### src/rtl/seq_control.sv
// rtl/seq_control.sv - multi-cycle instruction sequencer for a 16-bit datapath
// Three-process FSM driving memory handshake, datapath enables and a retired-instruction counter.
`timescale 1ns/1ps
module seq_control #(
  parameter int SKIP_MEM = 1,
  parameter int CNT_W    = 16
) (
  input  logic             clk,
  input  logic             rst,
  input  logic [15:0]      instruction,
  input  logic             S,
  input  logic             Z,
  input  logic             C,
  input  logic             V,
  input  logic             mem_ack,
  output logic             mem_req,
  output logic             mem_w,
  output logic             addr_sel,
  output logic             ir_e,
  output logic             pc_e,
  output logic             pc_sel,
  output logic             ar_e,
  output logic             br_e,
  output logic             alu_e,
  output logic             dr_e,
  output logic             mdr_e,
  output logic             flag_e,
  output logic             reg_w,
  output logic [1:0]       wb_sel,
  output logic             out_e,
  output logic [3:0]       alu_op,
  output logic [2:0]       phase,
  output logic             halted,
  output logic [CNT_W-1:0] instret
);

  typedef enum logic [2:0] {
    IDLE   = 3'd0,
    FETCH  = 3'd1,
    DECODE = 3'd2,
    EXEC   = 3'd3,
    MEM    = 3'd4,
    WB     = 3'd5,
    HALT   = 3'd6
  } state_t;

  state_t           state_q, state_d;
  logic [CNT_W-1:0] instret_q, instret_d;

  logic [1:0] op;
  logic [2:0] ra, rb;
  logic [3:0] op3;
  logic       is_alu, is_ld, is_st, is_li, is_b, is_bcc, is_nop, is_hlt, is_mem;
  logic       alu_writes, writes_reg, cond_ok, taken;
  logic       unused_bits;

  assign op  = instruction[15:14];
  assign ra  = instruction[13:11];
  assign rb  = instruction[10:8];
  assign op3 = instruction[7:4];

  // Carry and the low immediate bits only matter to the datapath.
  assign unused_bits = ^{C, instruction[3:0]};

  always_comb begin
    is_alu = (op == 2'b11);
    is_ld  = (op == 2'b00);
    is_st  = (op == 2'b01);
    is_li  = (op == 2'b10) && (ra == 3'b000);
    is_b   = (op == 2'b10) && (ra == 3'b100);
    is_bcc = (op == 2'b10) && (ra == 3'b111) && !rb[2];
    is_nop = !(is_alu || is_ld || is_st || is_li || is_b || is_bcc);
    is_hlt = is_alu && (op3 == 4'hF);
    is_mem = is_ld || is_st;
  end

  always_comb begin
    alu_writes = 1'b0;
    case (op3)
      4'd0, 4'd1, 4'd2, 4'd3, 4'd4, 4'd6,
      4'd8, 4'd9, 4'd10, 4'd11, 4'd12: alu_writes = 1'b1;
      default:                         alu_writes = 1'b0;
    endcase
    writes_reg = (is_alu && alu_writes) || is_ld || is_li;
  end

  always_comb begin
    cond_ok = 1'b0;
    case (rb[1:0])
      2'd0:    cond_ok = Z;
      2'd1:    cond_ok = S ^ V;
      2'd2:    cond_ok = Z | (S ^ V);
      default: cond_ok = ~Z;
    endcase
    taken = is_b || (is_bcc && cond_ok);
  end

  always_ff @(posedge clk or posedge rst) begin
    if (rst) begin
      state_q   <= IDLE;
      instret_q <= '0;
    end else begin
      state_q   <= state_d;
      instret_q <= instret_d;
    end
  end

  always_comb begin
    state_d = state_q;
    case (state_q)
      IDLE:    state_d = FETCH;
      FETCH:   state_d = mem_ack ? DECODE : FETCH;
      DECODE:  state_d = is_hlt ? HALT : EXEC;
      EXEC:    state_d = (is_mem || (SKIP_MEM == 0)) ? MEM : WB;
      MEM:     state_d = (!is_mem || mem_ack) ? WB : MEM;
      WB:      state_d = FETCH;
      HALT:    state_d = HALT;
      default: state_d = IDLE;
    endcase
  end

  // HLT retires on its way into HALT since it never reaches WB.
  always_comb begin
    instret_d = instret_q;
    if ((state_q == WB) || ((state_q == DECODE) && is_hlt))
      instret_d = instret_q + CNT_W'(1);
  end

  always_comb begin
    mem_req  = 1'b0;
    mem_w    = 1'b0;
    addr_sel = 1'b0;
    ir_e     = 1'b0;
    pc_e     = 1'b0;
    pc_sel   = 1'b0;
    ar_e     = 1'b0;
    br_e     = 1'b0;
    alu_e    = 1'b0;
    dr_e     = 1'b0;
    mdr_e    = 1'b0;
    flag_e   = 1'b0;
    reg_w    = 1'b0;
    wb_sel   = 2'd0;
    out_e    = 1'b0;
    alu_op   = 4'd0;
    halted   = 1'b0;
    case (state_q)
      FETCH: begin
        mem_req = 1'b1;
        ir_e    = mem_ack;
        pc_e    = mem_ack;
      end
      DECODE: begin
        ar_e = 1'b1;
        br_e = 1'b1;
      end
      EXEC: begin
        alu_e  = !is_nop;
        dr_e   = !is_nop;
        flag_e = is_alu && (op3 <= 4'd11);
        alu_op = is_alu ? op3 : 4'd0;
      end
      MEM: begin
        // Non-memory classes pass through MEM silently when SKIP_MEM=0.
        if (is_mem) begin
          mem_req  = 1'b1;
          addr_sel = 1'b1;
          mem_w    = is_st;
          mdr_e    = is_ld && mem_ack;
        end
      end
      WB: begin
        reg_w  = writes_reg;
        out_e  = is_alu && (op3 == 4'd13);
        pc_e   = taken;
        pc_sel = taken;
        if (is_ld)
          wb_sel = 2'd1;
        else if (is_li)
          wb_sel = 2'd2;
        else if (is_alu && (op3 == 4'd12))
          wb_sel = 2'd3;
        else
          wb_sel = 2'd0;
      end
      HALT:    halted = 1'b1;
      default: ;
    endcase
  end

  assign phase   = state_q;
  assign instret = instret_q;

endmodule

### config.mk
export PLATFORM = sky130hd
export DESIGN_NAME = seq_control
export DESIGN_NICKNAME = d
export VERILOG_FILES = /design/src/rtl/seq_control.sv
export SDC_FILE = /design/constraint.sdc
export NUM_CORES = 1
export LEC_CHECK = 0
export CAP_MARGIN = 20
export CORE_MARGIN = 10
export CORE_UTILIZATION = 36
export DETAILED_ROUTE_END_ITERATION = 8
export GPL_ROUTABILITY_DRIVEN = 0
export PLACE_DENSITY = 0.76
export SLEW_MARGIN = 25
export SYNTH_ARGS = -nofsm -noshare
export SYNTH_HDL_FRONTEND = slang
export SYNTH_SLANG_ARGS = --single-unit
### constraint.sdc
create_clock -name clk -period 1.57 [get_ports clk]
set_input_delay 0.2355 -clock clk [delete_from_list [all_inputs] [get_ports clk]]
set_output_delay 0.2355 -clock clk [all_outputs]
set_load 0.05 [all_outputs]
### Word-level counts from Yosys, hierarchy flattened

Memories as Yosys holds them, arrays and structs flattened.
Cells that the tools add are included.

| cells by class | value |
|---|---|
| add/sub/neg operators | 1 |
| $lt $le $gt $ge | 1 |
| equality and inequality tests | 16 |
| multiplexer cells | 28 |
| bitwise logic cells | 3 |
| reduce and logical (&&, ||, !) cells | 30 |

Operator list:

| operator | count |
|---|---|
| case mux 3 bit (6 select lines) | 1 |
| adder 16 x 1 -> 16 bit, second input constant | 1 |
| two-way mux 1 bit | 16 |
| == test 3 bit, second input constant | 5 |
| == test 4 bit, second input constant | 3 |
| logical AND 1 bit | 12 |
| logical OR 1 bit | 11 |
| two-way mux 2 bit | 5 |
| two-way mux 4 bit | 2 |
| == test 2 bit, second input constant | 3 |
| == test 3 x 2 -> 1 bit, second input constant | 2 |
| zero test 3 bit | 2 |
| == test 2 x 1 -> 1 bit, second input constant | 2 |
| less-or-equal comparator 4 bit, second input constant | 1 |
| zero test 2 bit | 2 |
| case mux 1 bit (2 select lines) | 2 |
| == test 3 x 1 -> 1 bit, second input constant | 1 |
| two-way mux 3 bit | 1 |
| case mux 1 bit (3 select lines) | 1 |
| zero test 1 bit | 2 |
| OR reduction 2 bit | 1 |
| NOT 1 bit | 1 |
| OR 1 bit | 1 |
| bitwise XOR 1 bit | 1 |

| storage, ports and cells | value |
|---|---|
| register bits | 19 |
| memory bits (read-only) | 16 |
| output and inout port bits | 40 |
| logic and storage cells | 82 |
| memories | 1 |

Memories:

| name | depth | width | rd ports | clocked after memory_dff | wr ports | line | RTL |
|---|---|---|---|---|---|---|---|
| (no name shown) | 16 | 1 | 1 | 0 | 0 | 79 | `case (op3)` |

### Longest topological paths before layout

Gate-level depths: netlist of the first run.

| depth | value |
|---|---|
| word-level depth | 7 |
| mapped depth | 6 |
| mapped depth without buffers | 4 |

### Worst setup path after synthesis of the first run

No wires, ideal clock.

| path | value |
|---|---|
| path kind | register to output |
| start | register state_q[2], in the netlist phase[2] |
| end | output mdr_e |
| arrival | 2.637 ns |
| data required time | 1.334 ns |
| slack | -1.302 ns |
| stages on the path, launching flop included | 4 |
| path through | dfrtp_1 -> nand2b_1 -> nor3_1 -> and3b_1 |

| between the ends | value |
|---|---|
| longest elaborated chain between the ends | 2 |

RTL lines:

| what | line | RTL |
|---|---|---|
| start: declaration | 47 | `state_t state_q, state_d;` |
| start signal: assignment | 103 | `state_q <= state_d;` |
| == test 3 bit | 147 | `case (state_q)` |
| two-way mux 1 bit | 147 |  |
| end: declaration | 26 | `output logic mdr_e,` |

Every way passes these cells.

### Worst setup path after layout of the first run

| path | value |
|---|---|
| start | register state_q[1], in the netlist phase[1] |
| end | output out_e |

| between the ends | value |
|---|---|
| longest elaborated chain between the ends | 2 |

RTL lines:

| what | line | RTL |
|---|---|---|
| == test 3 bit | 147 |  |
| two-way mux 1 bit | 147 |  |
| end: declaration | 30 | `output logic out_e,` |

Every way passes these cells.

==> key figures, run 1 <==
Status
  – Status: finished with violations
  – Failing checks: negative setup slack

Die
  – Core area: 3340 sq um
  – Die area: 6230 sq um
  – Die extent in x: 79.0 um
  – Chip Height: 79.0 um
  – Initial Util: 37.5%
  – Io pins: 63
  – Rows: 21

Yosys
  – Sequential share of the synthesized area: 38.0%
  – Yosys Warn Count: 0
  – Mean post-synth cell area: 9.48 sq um
  – Synth unique cells: 41
  – Synthesized area: 1250 sq um
  – Synth top area share: 38.0%
  – Synth area leader: dfrtp_1
  – Asr flop ratio synth: 100%
  – Post-synth EDFFs: 0
  – Synth top area cells: dfrtp_1, xor2_1, nor4b_2
  – Synthesized Nets: 156
  – Post-Synthesis Cells: 132
  – Seq cells post-synth: 19
  – Top FF cell, synth: dfrtp_1

CTS
  – Clk buf depth: 2
  – Clock buffer count from CTS: 3
  – CTS Sinks: 19
  – Worst-path clk slew: 0.10 ns
  – CTS H-tree lvls: 1
  – CTS tree: built
  – Root Buffer Master: clkbuf_4
  – Worst-Skew Late Latency: 0.29 ns
  – CTS Hold Bufs: 0

Final layout
  – Inserted Diodes: 0
  – Multi-input logic area: 1010 sq um
  – Fin nets: 259
  – Layout cells sized above 1: 60.3%
  – Share of the core filled with cells: 84.3%
  – Most common cell after layout, fill and taps aside: buf_4
  – Area growth, synth to finish: 125%
  – Most frequent cells in the layout: buf_4, buf_12, dfrtp_1
  – Storage cell area: 479 sq um
  – Number of fill cells: 169

Route
  – DR vias: 1472
  – WL final: 5460 um
  – Antenna viol nets, final: 0
  – DR vias/cell: 5.26
  – Wirelength per Cell: 19.5 um
  – DRC: 0
  – Pre-Repair DR Iteration Count: 4
  – Initial drt markers: 89

Timing
  – FMAX: 546 MHz
  – RSZ-0062 raised after global routing: yes
  – Setup TNS: -6.22 ns
  – Post-route clock period utilization: 117%
  – Layout Skew: 0.00684 ns
  – Worst slew pin tran: 0.441 ns
  – Rel. slew slack: 70.5%
  – Max-slew violations: 0
  – Final hold violations: 0
  – Setup WS post-layout: -0.261 ns
  – Post-layout min period: 1.83 ns
  – Setup-failing EPs final: 36

Worst setup path
  – Worst path bufs/invs: 3
  – Kind of critical path: reg -> out
  – Critical-path cell list: buf_8 > nand3b_1 > buf_6 > nor4_4 > buf_12
  – Worst Setup Start Kind: flop
  – Endpoint class of the critical path: output port
  – Slowest cell on crit path: dfrtp_2
  – WP data required: 1.33 ns
  – Top delay family on crit path: buffers and inverters
  – Crit path max fanout: 6
  – Worst setup startpoint: phase[1]$_DFF_PP0_
  – Worst path max stage delay: 0.43 ns
  – Data arrival time of the worst path: 1.60 ns
  – Launching point of the worst reg2reg path: phase[2]$_DFF_PP0_

Pwr
  – Total power: 4.06 mW
  – Clock share of power: 5.8%
  – Flop pwr share: 19.0%
  – Sw Share: 48.3%
  – Power Density: 1440 nW/um^2
  – LEAKAGE: 1.34 nW
  – Internal power: 2.10 mW
  – Combinational power share: 75.2%
  – Sw Pwr: 1.96 mW
  – Worst IR Drop VDD: 1360 uV

Flow run
  – Max Cap Viol: 0

Placed design
  – Setup Slack @ Placement: -0.451 ns
  – Detailed Place HPWL: 3480 um
  – Port Buf Inserts: 57

GRT
  – Largest net degree at the start of global routing: 20
  – First-pass GRT wire length: 8200 um
  – Vias in the first global route: 1576
  – Initial antenna violation count: 0
  – GR Overflow Total: 0
  – Overall Global Routing Usage: 15.9%

Min path
  – Hold Crit Class: in -> async
## cell usage after synthesis, drive strengths merged, types with 2 or more instances
master   n
o21ai    4
and2     5
nor3b    3
a21oi    5
nand2   10
nand2b   2
xor2    14
nand4    3
nor4b    5
inv      3
and3     3
clkbuf   2
nor2    15
a21o     2
xnor2    2
nor3     8
and3b    3
dfrtp   19
buf      4
nand3    4
## power groups by stage
stage	Combinational [mW]	Clock (mW)	Sequential (mW)
2_1_floorplan	0.948	0	1.22
3_3_place_gp	2.47	0	0.751
3_5_place_dp	2.51	0	0.765
4_1_cts	2.82	0.243	0.767
5_1_grt	3.18	0.265	0.792
6_report	3.05	0.235	0.772
## what timing repair did
item,in CTS,in global routing
gates cloned,0,1
setup buffers,14,5
pin swaps,19,22
setup endpoints to repair,35,37
resized for setup,37,26
## layout make-up
type / instances / area share (%)
Multi-Input combinational cell: 105 / 36.0
Timing Repair Buffer: 103 / 43.3
Tap cell: 46 / 2.05
Sequential cell: 19 / 17.0
Clock buffer: 4 / 0.934
Inverter: 3 / 0.623
## worst min-delay path: stages
cell	delay [ns]
clkdlybuf4s50_1	0.40
inv_1	0.06
buf_4	0.25
## cells by family after synthesis
| kind of cell | Yosys count | synth area share [%] |
|---|---|---|
| buffers and inverters | 9 | 4.00 |
| and+or+nand+nor | 68 | 34.8 |
| adders and majority gates | 1 | 1.00 |
| DFF | 19 | 38.0 |
| AOI/OAI and AO/OA | 18 | 10.1 |
| xor gates and xnor gates | 16 | 11.2 |
| muxes | 1 | 0.900 |
## per-layer routing
metal  up-vias  share of wire (%)  global-route usage (%)
met3        16                7.0                    3.72
li1        676                  -                       -
met1       708                 42                    18.4
met2        72                 48                    28.6
met4         0                2.8                    4.48
met5         -                  0                       0
## final timing paths
| kind | slack (ns) | depth (start not counted) | to |
|---|---|---|---|
| worst max-delay path | -0.26 | 5 | out_e |
| worst min-delay path | 0.28 | 3 | instret[8]$_DFFE_PP0P_ |
| worst max register to register | -0.24 | 5 | instret[15]$_DFFE_PP0P_ |
| worst min register to register | 0.51 | 1 | instret[15]$_DFFE_PP0P_ |
| max in group asynchronous | 1.07 | 3 | phase[0]$_DFF_PP0_ |
| min in group clk | 0.48 | 4 | phase[0]$_DFF_PP0_ |
## metrics by stage
step | cells | hold slack, ns | area [sq um]
3_3_place_gp | 256 | 0.458 | 2450
2_1_floorplan | 132 | 0.186 | 1410
5_1_grt | 280 | 0.319 | 2810
4_1_cts | 274 | 0.260 | 2660
6_report | 280 | 0.278 | 2810
3_5_place_dp | 256 | 0.459 | 2450
## flip-flops by register name, indices dropped and copies added (netlist names)
signal / count
instret: 16
phase: 3
No activity file was read; power rests on OpenSTA's default activity.
==> inputs of run 2 (changes only) <==
- CTS_CLUSTER_DIAMETER: not set -> 100
==> results of run 2 <==
No change in the layout: final DEF, timing and power equal those of run 1.
